==> config.mk <==
export PLATFORM = sky130hd
export DESIGN_NAME = dds_uart_synth
export DESIGN_NICKNAME = d
export VERILOG_FILES = /design/src/rtl/dds_pkg.sv /design/src/rtl/dds_wave_gen.sv /design/src/rtl/dds_uart_synth.sv
export SDC_FILE = /design/constraint.sdc
export NUM_CORES = 1
export LEC_CHECK = 0
export ABC_AREA = 0
export BUFFER_PORTS_ARGS = -buffer_cell sky130_fd_sc_hd__buf_2
export CAP_MARGIN = 5
export CORE_UTILIZATION = 40
export CTS_CLUSTER_SIZE = 12
export DETAILED_ROUTE_END_ITERATION = 10
export GPL_ROUTABILITY_DRIVEN = 1
export GPL_TIMING_DRIVEN = 0
export PLACE_DENSITY_LB_ADDON = 0.2
export SYNTH_ARGS = -nofsm -noshare
export SYNTH_HDL_FRONTEND = slang
export SYNTH_SLANG_ARGS = --single-unit
==> constraint.sdc <==
create_clock -name clk -period 4.55 [get_ports clk]
set_input_delay 0.91 -clock clk [delete_from_list [all_inputs] [get_ports clk]]
set_output_delay 0.91 -clock clk [all_outputs]
set_load 0.005 [all_outputs]
==> src/rtl/dds_pkg.sv <==
// Shared opcodes, waveform mode encodings and parser states for the DDS command block.
package dds_pkg;

  localparam logic [7:0] OP_SET_FREQ    = 8'h01;
  localparam logic [7:0] OP_SET_MODE    = 8'h02;
  localparam logic [7:0] OP_SET_DIRECT  = 8'h03;
  localparam logic [7:0] OP_PHASE_RESET = 8'h04;
  localparam logic [7:0] OP_SET_AMP     = 8'h05;

  typedef enum logic [1:0] {
    MODE_DIRECT = 2'd0,
    MODE_SAW    = 2'd1,
    MODE_TRI    = 2'd2,
    MODE_SQUARE = 2'd3
  } mode_e;

  typedef enum logic {
    IDLE    = 1'b0,
    PAYLOAD = 1'b1
  } state_e;

endpackage

==> src/rtl/dds_wave_gen.sv <==
// Phase accumulator and waveshaper feeding the DAC sample register.
// With DDS_AMPLITUDE_EN defined, an extra stage scales the wave by amp_i (2-cycle latency).
module dds_wave_gen import dds_pkg::*; #(
  parameter int OUT_WIDTH = 6,
  parameter int ACC_WIDTH = 24
) (
  input  logic                 clk,
  input  logic                 rst,
  input  logic [ACC_WIDTH-1:0] tw_i,
  input  mode_e                mode_i,
  input  logic [OUT_WIDTH-1:0] direct_i,
`ifdef DDS_AMPLITUDE_EN
  input  logic [7:0]           amp_i,
`endif
  input  logic                 phase_clr_i,
  output logic [OUT_WIDTH-1:0] dds_o
);

  logic [ACC_WIDTH-1:0] acc_q, acc_d;
  logic [OUT_WIDTH:0]   p;
  logic [OUT_WIDTH-1:0] wave;
  logic [OUT_WIDTH-1:0] dds_q;

  // Phase clear overrides the add on its commit cycle.
  assign acc_d = phase_clr_i ? '0 : acc_q + tw_i;
  assign p     = acc_q[ACC_WIDTH-1 -: OUT_WIDTH+1];

  always_comb begin
    wave = direct_i;
    case (mode_i)
      MODE_SAW:    wave = p[OUT_WIDTH:1];
      MODE_TRI:    wave = p[OUT_WIDTH] ? ~p[OUT_WIDTH-1:0] : p[OUT_WIDTH-1:0];
      MODE_SQUARE: wave = {OUT_WIDTH{acc_q[ACC_WIDTH-1]}};
      default:     wave = direct_i;
    endcase
  end

  always_ff @(posedge clk) begin
    if (rst) acc_q <= '0;
    else     acc_q <= acc_d;
  end

`ifdef DDS_AMPLITUDE_EN
  logic [OUT_WIDTH-1:0] wave_q;
  logic [OUT_WIDTH+7:0] prod;

  assign prod = wave_q * amp_i;

  always_ff @(posedge clk) begin
    if (rst) begin
      wave_q <= '0;
      dds_q  <= '0;
    end else begin
      wave_q <= wave;
      dds_q  <= prod[OUT_WIDTH+7:8];
    end
  end
`else
  always_ff @(posedge clk) begin
    if (rst) dds_q <= '0;
    else     dds_q <= wave;
  end
`endif

  assign dds_o = dds_q;

endmodule

==> src/rtl/dds_uart_synth.sv <==
// Byte-stream command parser with atomic commit and payload timeout, driving dds_wave_gen.
// Optional SET_AMP opcode and amplitude stage enabled by DDS_AMPLITUDE_EN.
module dds_uart_synth import dds_pkg::*; #(
  parameter int OUT_WIDTH      = 6,
  parameter int ACC_WIDTH      = 24,
  parameter int TIMEOUT_CYCLES = 1200
) (
  input  logic                 clk,
  input  logic                 rst,
  input  logic                 rx_dv,
  input  logic [7:0]           rx_byte,
  output logic [OUT_WIDTH-1:0] dds_out,
  output logic [1:0]           mode,
  output logic                 busy,
  output logic                 cmd_ok,
  output logic                 cmd_err
);

  localparam int CNT_W = $clog2(ACC_WIDTH/8 + 1);
  localparam int TMO_W = $clog2(TIMEOUT_CYCLES + 1);

  state_e               state_q, state_d;
  logic [CNT_W-1:0]     cnt_q, cnt_d;
  logic [7:0]           op_q, op_d;
  logic [ACC_WIDTH-1:0] shadow_q, shadow_d;
  logic [TMO_W-1:0]     tmo_q, tmo_d;
  logic [ACC_WIDTH-1:0] tw_q, tw_d;
  mode_e                mode_q, mode_d;
  logic [OUT_WIDTH-1:0] direct_q, direct_d;
  logic                 cmd_ok_q, cmd_ok_d;
  logic                 cmd_err_q, cmd_err_d;
  logic                 rx_dv_q;
  logic                 accept;
  logic                 phase_clr;
`ifdef DDS_AMPLITUDE_EN
  logic [7:0]           amp_q, amp_d;
`endif

  assign accept = rx_dv && !rx_dv_q;

  always_comb begin
    state_d   = state_q;
    cnt_d     = cnt_q;
    op_d      = op_q;
    shadow_d  = shadow_q;
    tmo_d     = '0;
    tw_d      = tw_q;
    mode_d    = mode_q;
    direct_d  = direct_q;
    cmd_ok_d  = 1'b0;
    cmd_err_d = 1'b0;
    phase_clr = 1'b0;
`ifdef DDS_AMPLITUDE_EN
    amp_d     = amp_q;
`endif
    case (state_q)
      IDLE: begin
        if (accept) begin
          op_d     = rx_byte;
          shadow_d = '0;
          case (rx_byte)
            OP_SET_FREQ: begin
              state_d = PAYLOAD;
              cnt_d   = CNT_W'(ACC_WIDTH/8);
            end
            OP_SET_MODE, OP_SET_DIRECT: begin
              state_d = PAYLOAD;
              cnt_d   = CNT_W'(1);
            end
`ifdef DDS_AMPLITUDE_EN
            OP_SET_AMP: begin
              state_d = PAYLOAD;
              cnt_d   = CNT_W'(1);
            end
`endif
            OP_PHASE_RESET: begin
              phase_clr = 1'b1;
              cmd_ok_d  = 1'b1;
            end
            default: cmd_err_d = 1'b1;
          endcase
        end
      end
      PAYLOAD: begin
        if (accept) begin
          // A byte on the timeout cycle takes priority over the abort.
          shadow_d = (shadow_q << 8) | ACC_WIDTH'(rx_byte);
          cnt_d    = cnt_q - CNT_W'(1);
          if (cnt_q == CNT_W'(1)) begin
            state_d  = IDLE;
            cmd_ok_d = 1'b1;
            case (op_q)
              OP_SET_FREQ:   tw_d     = shadow_d;
              OP_SET_MODE:   mode_d   = mode_e'(rx_byte[1:0]);
              OP_SET_DIRECT: direct_d = rx_byte[7 -: OUT_WIDTH];
`ifdef DDS_AMPLITUDE_EN
              OP_SET_AMP:    amp_d    = rx_byte;
`endif
              default:       ;
            endcase
          end
        end else if (tmo_q == TMO_W'(TIMEOUT_CYCLES - 1)) begin
          state_d   = IDLE;
          shadow_d  = '0;
          cmd_err_d = 1'b1;
        end else begin
          tmo_d = tmo_q + TMO_W'(1);
        end
      end
      default: state_d = IDLE;
    endcase
  end

  always_ff @(posedge clk) begin
    if (rst) begin
      state_q   <= IDLE;
      cnt_q     <= '0;
      op_q      <= '0;
      shadow_q  <= '0;
      tmo_q     <= '0;
      tw_q      <= '0;
      mode_q    <= MODE_DIRECT;
      direct_q  <= '0;
      cmd_ok_q  <= 1'b0;
      cmd_err_q <= 1'b0;
      rx_dv_q   <= 1'b0;
`ifdef DDS_AMPLITUDE_EN
      amp_q     <= 8'hFF;
`endif
    end else begin
      state_q   <= state_d;
      cnt_q     <= cnt_d;
      op_q      <= op_d;
      shadow_q  <= shadow_d;
      tmo_q     <= tmo_d;
      tw_q      <= tw_d;
      mode_q    <= mode_d;
      direct_q  <= direct_d;
      cmd_ok_q  <= cmd_ok_d;
      cmd_err_q <= cmd_err_d;
      rx_dv_q   <= rx_dv;
`ifdef DDS_AMPLITUDE_EN
      amp_q     <= amp_d;
`endif
    end
  end

  dds_wave_gen #(
    .OUT_WIDTH (OUT_WIDTH),
    .ACC_WIDTH (ACC_WIDTH)
  ) u_wave (
    .clk         (clk),
    .rst         (rst),
    .tw_i        (tw_q),
    .mode_i      (mode_q),
    .direct_i    (direct_q),
`ifdef DDS_AMPLITUDE_EN
    .amp_i       (amp_q),
`endif
    .phase_clr_i (phase_clr),
    .dds_o       (dds_out)
  );

  assign mode    = mode_q;
  assign busy    = (state_q == PAYLOAD);
  assign cmd_ok  = cmd_ok_q;
  assign cmd_err = cmd_err_q;

endmodule

# Word-level counts from Yosys, hierarchy flattened
# Cells that the tools add are included.
# Widths: inputs -> output; s select.
[totals]
out_inout_bits = 11
inputBits = 11
wordCells = 75
register_bits = 103
[classes]
muxes = 27
n_eq_ne = 16
bitwise_logic = 3
n_addsub = 3
n_reduce_logical = 13
[op_table]
columns = ["op", "n"]
rows = [
  ["$mux 16", 3],
  ["$eq 8x2->1 const B", 4],
  ["$pmux 16 s2", 1],
  ["$add 24x24->24", 1],
  ["$or 24x8->24", 1],
  ["$pmux 6 s3", 1],
  ["$eq 8x1->1 const B", 2],
  ["$mux 1", 14],
  ["$reduce_and 4->1", 3],
  ["$add 11x1->11 const B", 1],
  ["$eq 11x11->1 const B", 1],
  ["$eq 8x3->1 const B", 1],
  ["$pmux 2 s2", 2],
  ["$reduce_or 4->1", 2],
  ["$mux 6", 1],
  ["$ne 3x1->1 const B", 2],
  ["$not 6->6", 1],
  ["$pmux 1 s2", 3],
  ["$eq 2x1->1 const B", 2],
  ["$eq 2x2->1 const B", 2],
  ["$mux 2", 2],
  ["$reduce_and 2->1", 2],
  ["$reduce_or 2->1", 2],
  ["$reduce_and 3->1", 1],
  ["other kinds (7)", 7],
]

# Logic depth before layout (Yosys ltp)
# Gate-level depths: netlist of run 1.
[depth]
ltp_word = 5
mapped_depth = 7
depth_no_buf = 7

# Modules after synthesis
# Synthesis of run 1 repeated with hierarchy kept, for this count alone.
[hier_totals]
hier_cells = 582
area_unflattened_um2 = 5365.1
[by_module_without_submodules]
columns = ["mod", "n_inst", "seq_area_each_um2", "area_per_inst_um2", "cells_per_inst"]
rows = [
  ["dds_uart_synth", 1, 1461.4, 3138.0, 318],
  ["dds_wave_gen", 1, 600.6, 2227.1, 264],
]

# Worst setup path before layout of run 1
# No wires, ideal clock.
[synth_timing]
path_type = "in2reg"
start = "in rx_byte[4]"
end = "reg u_wave.acc_q[18]"
t_required_ps = 4429
t_arrival_ps = 2148
n_path_buf = 1
setup_ps = 121
stages = 6
slack_ps = 2281
path_cell_list = "or4_4 > nor2_4 > a41o_1 > buf_4 > nor2_1 > mux2_2"
[synth_between]
elab_chain_cells = 5
[synth_rtl]
columns = ["element", "line_no", "rtl"]
rows = [
  ["start: declaration", "dds_uart_synth.sv:11", "input logic [7:0] rx_byte,"],
  ["$eq 8x3->1", "dds_uart_synth.sv:61", "case (rx_byte)"],
  ["$mux 1", "dds_uart_synth.sv:61", ""],
  ["$mux 1", "dds_uart_synth.sv:58", "if (accept) begin"],
  ["$mux 1", "dds_uart_synth.sv:56", "case (state_q)"],
  ["$reduce_or 2->1 (no line)", "-", ""],
  ["end signal: assignment", "dds_wave_gen.sv:39", "if (rst) acc_q <= '0;"],
  ["end signal: assignment", "dds_wave_gen.sv:40", "else acc_q <= acc_d;"],
  ["end: declaration", "dds_wave_gen.sv:19", "logic [ACC_WIDTH-1:0] acc_q, acc_d;"],
]
# No other way between the ends.
# A chain may end at the register's enable or synchronous reset.

# Worst setup path in the final report of run 1
[layout_timing]
start = "in rx_byte[4]"
end = "reg u_wave.acc_q[21]"
# Same word-level chain as after synthesis.

==> results of run 1 <==
[layout make-up]
| type | count | area share |
|---|---|---|
| Sequential cell | 103 | 0.370 |
| Timing Repair Buffer | 20 | 0.0180 |
| Buffer | 29 | 0.0229 |
| Multi-Input combinational cell | 443 | 0.495 |
| Clock inverter | 5 | 0.0105 |
| Clock buffer | 10 | 0.0411 |
| Inverter | 8 | 0.00539 |
| Tap cell | 168 | 0.0377 |
[power by group through the flow]
stage          combinational [mW]  clock, mW  sequential [mW]
4_1_cts                    0.0616      0.773            0.909
5_1_grt                    0.0671      0.814            0.909
3_5_place_dp               0.0612          0            0.930
3_3_place_gp               0.0609          0            0.930
2_1_floorplan              0.0352          0            0.929
6_report                   0.0617      0.756            0.910
[state kept, by name (all words and copies together) (netlist names)]
| signal | count |
|---|---|
| cnt_q | 2 |
| cmd_err | 1 |
| op_q | 8 |
| rx_dv_q | 1 |
| u_wave.acc_q | 24 |
| u_wave.dds_o | 6 |
| tw_q | 24 |
| cmd_ok | 1 |
| tmo_q | 11 |
| direct_q | 6 |
| mode | 2 |
| shadow_q | 16 |
| busy | 1 |
[layer usage]
metal	global-route usage	share of wire	vias to the layer above
met1	0.273	0.50	1995
li1	-	-	2149
met4	0.0412	0.0067	0
met2	0.317	0.46	73
met3	0.0430	0.037	7
met5	0	0	-
[worst reg2reg max path, cell delays in order (launching register included)]
cell and delay, ps:
dfxtp_1 320, ha_1 240, fa_1 440, a211oi_1 360, o211a_1 270, o21ai_1 160
a31oi_1 220, mux2_2 350
[layout by cell type (no fill, tap or decap), types with 2 or more instances in the layout]
cell type   instances
clkbuf_16           9
o21ai_0            27
a21oi_1            59
and2_1              7
nor2b_1             3
or2b_1              2
mux2_2              2
nand3b_1            2
buf_4               4
a31oi_1             4
nand2b_1            7
nor3_1              8
or2_2               3
clkbuf_1           22
xor2_1             11
clkinvlp_4          2
o21bai_1           10
nor4_1              3
nand3_1             6
nor3b_1             3
a21boi_0            4
o21a_1              4
a311oi_1            2
buf_2              23
a221oi_1            6
a22oi_1            19
o21ai_1             2
and3_1              5
inv_1               8
nand4_1             6
nand2_1            84
a211oi_1            4
a21o_1              9
dfxtp_1           103
and4_1              5
xnor2_1             7
o211ai_1            9
nor2_1             59
ha_1               25
mux2i_1            15
[final timing paths]
path                                 start               end
worst max-delay path            rx_byte[4]  u_wave.acc_q[21]
worst min-delay path               tw_q[7]           tw_q[7]
worst max register to register     tw_q[0]  u_wave.acc_q[18]
worst min register to register     tw_q[7]           tw_q[7]
[stage by stage]
step / total power [mW] / hold WS, ps / worst slack [ps]
after global placement: 0.991 / 442 / 1700
final: 1.73 / 464 / 2060
after CTS: 1.74 / 468 / 2060
after detailed placement: 0.991 / 450 / 1690
after floorplan: 0.965 / 426 / 2280
after global routing: 1.79 / 484 / 1970
[cells by family (layout without fill, tap and decap cells)]
group,after synthesis,after routing
flops,103,103
buf+inv,37,72
compound gates,168,168
fa+ha+maj,26,26
xor+xnor,18,18
mux,17,17
simple gates,214,214
==> results.cfg, run 1 <==
[layout]
nets = 651
drive_gt1_frac = 0.0890
antenna_cells = 0
fin_cells = 786
stdcell_area_um2 = 5580
synthToLayoutAreaGrowth_pct = 12.0
fill_cells = 1220
final-seq-area_um2 = 2060
multi_input_area_um2 = 2760
final_core_util = 0.462

[worst_setup_path]
path_depth = 7
cp_max_fo = 10
critical_path_class = in2reg
worstPathRequired_ps = 4770
worst-path-buf-inv = 2
crit_path_max_incr_delay_ps = 590
rrSetupSlack_ps = 2080
cp-end-kind = flip-flop
crit_chain = buf_2, or4_4, nor2_4, a41oi_1, buf_2, nand2_1, mux2i_1
crit_slowest_cell = or4_4
crit_top_cell = buf_2
crit_arrival_ps = 2710
reg2reg_depth = 7
cp_top_family = simple AND/OR/NAND/NOR gates
cp-start-kind = input pin

[cts]
cts.sinks = 103
clockBufferDepth = 2
hold_buffers = 0
cts-root-buf = clkbuf_16
insertion_delay_ps = 340
clkSlewWorstSetupHoldPaths_ps = 70
cts_resized = 0
cts_made_buffers = 9
post-cts-setup-buffers = 0
cts_tree = yes
cts_htree_levels = 3

[floorplanning]
die_area_um2 = 12900
die_h_um = 114
start_util = 0.413
die_w_um = 114
io_pins = 22
row_count = 40
core_um2 = 12100

[sta]
relSlewSlack = 0.439
setup_tns_ps = 0
rsz0062_at_grt = no
slew_viol_final = 0
setup_violations = 0
timing.fmax_mhz = 402
period_minus_slack_ps = 2490
worst_pin_slew_ps = 830
hold_viol = 0
fin_crit_sh = 0.547
clock_skew_ps = 7.06

[synth]
synth_common_cells = 103 x dfxtp_1, 84 x nand2_1, 59 x a21oi_1, 59 x nor2_1, 27 x o21ai_0
synthXorXnorAreaFrac = 0.0317
synthFlopType = dfxtp_1
yosysUniqueCellTypes = 60
yosysSeqAreaShare = 0.414
synth_edf_count = 0
synth_top_family_by_area = compound AO/OA/AOI/OAI gates
synth_top_area_frac = 0.414
postSynthNetCount = 620
yosysWarnings = 0
synth-seq-cells = 103
yosys.area.top_type = dfxtp_1
ys_async_sr_fraction = 0
yosysMostFrequentCell = dfxtp_1
muxShareOfSynthArea = 0.0347
synthSimpleGateAreaFrac = 0.207
syn_area_um2 = 4980
syn_area_per_cell_um2 = 8.54
yosys.area_share.adder = 0.0669
synth_compound_area_frac = 0.213
syn_inst = 583
yosys-top-cells-area = dfxtp_1 41%, nand2_1 6.3%, ha_1 6.3%

[run]
maxCapViolations = 0

[power_and_ir_drop]
irDropWorstVdd_v = 0.000180
leakagePower_nw = 2.17
clkPwrFrac = 0.438
internal_power_mw = 1.35
p_sw_mw = 0.379
pwr-share-comb = 0.036
p_seq_frac = 0.526
p_sw_frac = 0.219
p_per_area_nw_per_um2 = 310

[placement]
placed_cell_area_um2 = 5290
place.port_buffers = 20
dp_hpwl_um = 8910
dp.cells = 771
gp_congestion = 0.851

[detailed_routing]
drt_wl_total_um = 12000
vias = 4224
drcViolationCount = 0
wl_per_cell_um = 15.3
detail_route.vias_per_cell = 5.37
ant_nets = 0
first_pass_iters = 5
first_iter_violations = 341

[grt]
grt_pass1_vias = 4038
grt_pass1_wl_um = 20100
grt_use_total = 0.198
antenna_found_initial = 0
grt_overflow = 0
grt_max_degree = 17

[run_status]
status = complete, no violations

[hold_path]
holdCritPathClass = reg2reg
hold-path-cell-count = 2
Power figures use the tool's default switching activity.
==> run 2, diff against run 1 <==
Clock period 4.55 ns to 2.5 ns, I/O delays scaled along.
==> run 2 against run 1 <==
  * Power is 82% higher
  * Combinational power is 82% higher
  * Via count hardly changed
  * Die area stayed put
  * Core utilization hardly changed
  * Count of clock-buffer cells in the layout stayed put
  * Register-to-register slack worse by 2000 ps
  * Global-route usage stayed put
  * Largest cell class unchanged
  * Largest power group unchanged
==> results.cfg, run 2 (synthesis gave the netlist of run 1 again) <==
[grt]
grt_overflow = 0
antenna_found_initial = 0
grt_use_total = 0.198
grt_pass1_vias = 4038
grt_max_degree = 17
grt_pass1_wl_um = 20100

[detailed_routing]
first_pass_iters = 5
wl_per_cell_um = 15.3
detail_route.vias_per_cell = 5.38
first_iter_violations = 289
vias = 4228
drcViolationCount = 0
drt_wl_total_um = 12100
ant_nets = 0

[cts]
hold_buffers = 0
cts_resized = 0
post-cts-setup-buffers = 0
insertion_delay_ps = 340
clockBufferDepth = 2
cts.sinks = 103
cts_tree = yes
cts_made_buffers = 9
clkSlewWorstSetupHoldPaths_ps = 70
cts_htree_levels = 3
cts-root-buf = clkbuf_16

[layout]
final_cell_mix = 103 x dfxtp_1, 84 x nand2_1, 59 x nor2_1, 59 x a21oi_1, 27 x o21ai_0
final_common_cell = dfxtp_1
reg_top3 = tw_q x24, u_wave.acc_q x24, shadow_q x16
antenna_cells = 0
synthToLayoutAreaGrowth_pct = 12.1
fill_cells = 1219
nets = 651
drive_gt1_frac = 0.0906

[sta]
worst_pin_slew_ps = 812
clock_skew_ps = 7.48
timing.fmax_mhz = 418
rsz0062_at_grt = no
period_minus_slack_ps = 2390
relSlewSlack = 0.451
setup_tns_ps = 0
slew_viol_final = 0
hold_viol = 0
fin_crit_sh = 0.957
setup_violations = 0

[run_status]
status = complete, no violations

[worst_setup_path]
path_depth = 7
timing.rr.start = tw_q[0]
cp-start-kind = flip-flop
worstPathRequired_ps = 2730
crit_slowest_cell = fa_1
crit_arrival_ps = 2620
reg2reg_depth = 7
startpoint = tw_q[0]
cp-end-kind = flip-flop
reg2reg_to = u_wave.acc_q[18]
crit_chain = ha_1, fa_1, a211oi_2, o211a_1, o21ai_1, a31oi_1, mux2_2
endpoint = u_wave.acc_q[18]
crit_path_max_incr_delay_ps = 450
rrSetupSlack_ps = 110
critical_path_class = reg2reg
cp_max_fo = 4
cp_top_family = compound AO/OA/AOI/OAI gates
worst-path-buf-inv = 0

[run]
maxCapViolations = 0

[floorplanning]
io_pins = 22
die_w_um = 114
die_h_um = 114
die_area_um2 = 12900
row_count = 40
core_um2 = 12100
start_util = 0.413

[power_and_ir_drop]
p_sw_frac = 0.219
p_per_area_nw_per_um2 = 563
irDropWorstVdd_v = 0.000330
p_sw_mw = 0.690
pwr-share-comb = 0.036
total_power_mw = 3.14
internal_power_mw = 2.45
leakagePower_nw = 2.17
clkPwrFrac = 0.438
p_seq_frac = 0.526

[placement]
gp_congestion = 0.851
dp_hpwl_um = 8910
place.port_buffers = 20

[hold_path]
holdCritPathClass = in2reg
## run 2: how the worst min path moves through the flow
| stage | slack, ps | cells past startpoint | startpoint | endpoint |
|---|---|---|---|---|
| after floorplan | 430 | 1 | tmo_q[0] | tmo_q[0] |
| after global placement | 440 | 1 | tmo_q[0] | tmo_q[0] |
| after detailed placement | 450 | 1 | tmo_q[0] | tmo_q[0] |
| after CTS | 420 | 2 | rx_dv | rx_dv_q |
| after global routing | 450 | 2 | rx_dv | rx_dv_q |
| final | 420 | 2 | rx_dv | rx_dv_q |
## run 2: stage by stage
| step | cell area [um^2] | std cells | hold WS (ps) | util | setup slack (ps) |
|---|---|---|---|---|---|
| floorplan | 4980 | 583 | 426 | - | 402 |
| global placement | 5290 | 771 | 442 | 0.438 | 61.3 |
| detailed placement | 5290 | 771 | 450 | 0.438 | 53.7 |
| CTS | 5580 | 786 | 416 | 0.462 | 62.7 |
| global route | 5580 | 786 | 446 | 0.463 | 11.6 |
| finish | 5580 | 786 | 419 | 0.463 | 108 |
## run 2: metal layers
metal	wire, um	global-route usage	up-vias
li1	-	-	2145
met1	6080	0.273	2027
met2	5560	0.317	52
met3	366	0.0430	4
met4	64	0.0412	0
met5	0	0	-
## run 2: power groups by stage
| stage | Combinational, mW | Clock (mW) | Sequential, mW |
|---|---|---|---|
| after floorplan | 0.0641 | 0 | 1.69 |
| after global placement | 0.111 | 0 | 1.69 |
| after detailed placement | 0.111 | 0 | 1.69 |
| after CTS | 0.112 | 1.41 | 1.65 |
| after global routing | 0.122 | 1.48 | 1.66 |
| final | 0.112 | 1.38 | 1.66 |
## run 2: layout make-up
type	count	area, um^2	area share
multi-input cells	443	2760	0.495
flip-flops and latches	103	2060	0.370
clock buffers	10	229	0.0410
well taps	168	210	0.0377
plain buffers	29	128	0.0229
repair buffers	20	100	0.0179
clock inverters	5	58.8	0.0105
inverters	8	30.0	0.00538
## run 2: worst register-to-register path: stages (launching register included)
cell      delay, ps
dfxtp_1         320
ha_1            240
fa_1            450
a211oi_2        270
o211a_1         260
o21ai_1         170
a31oi_1         230
mux2_2          350
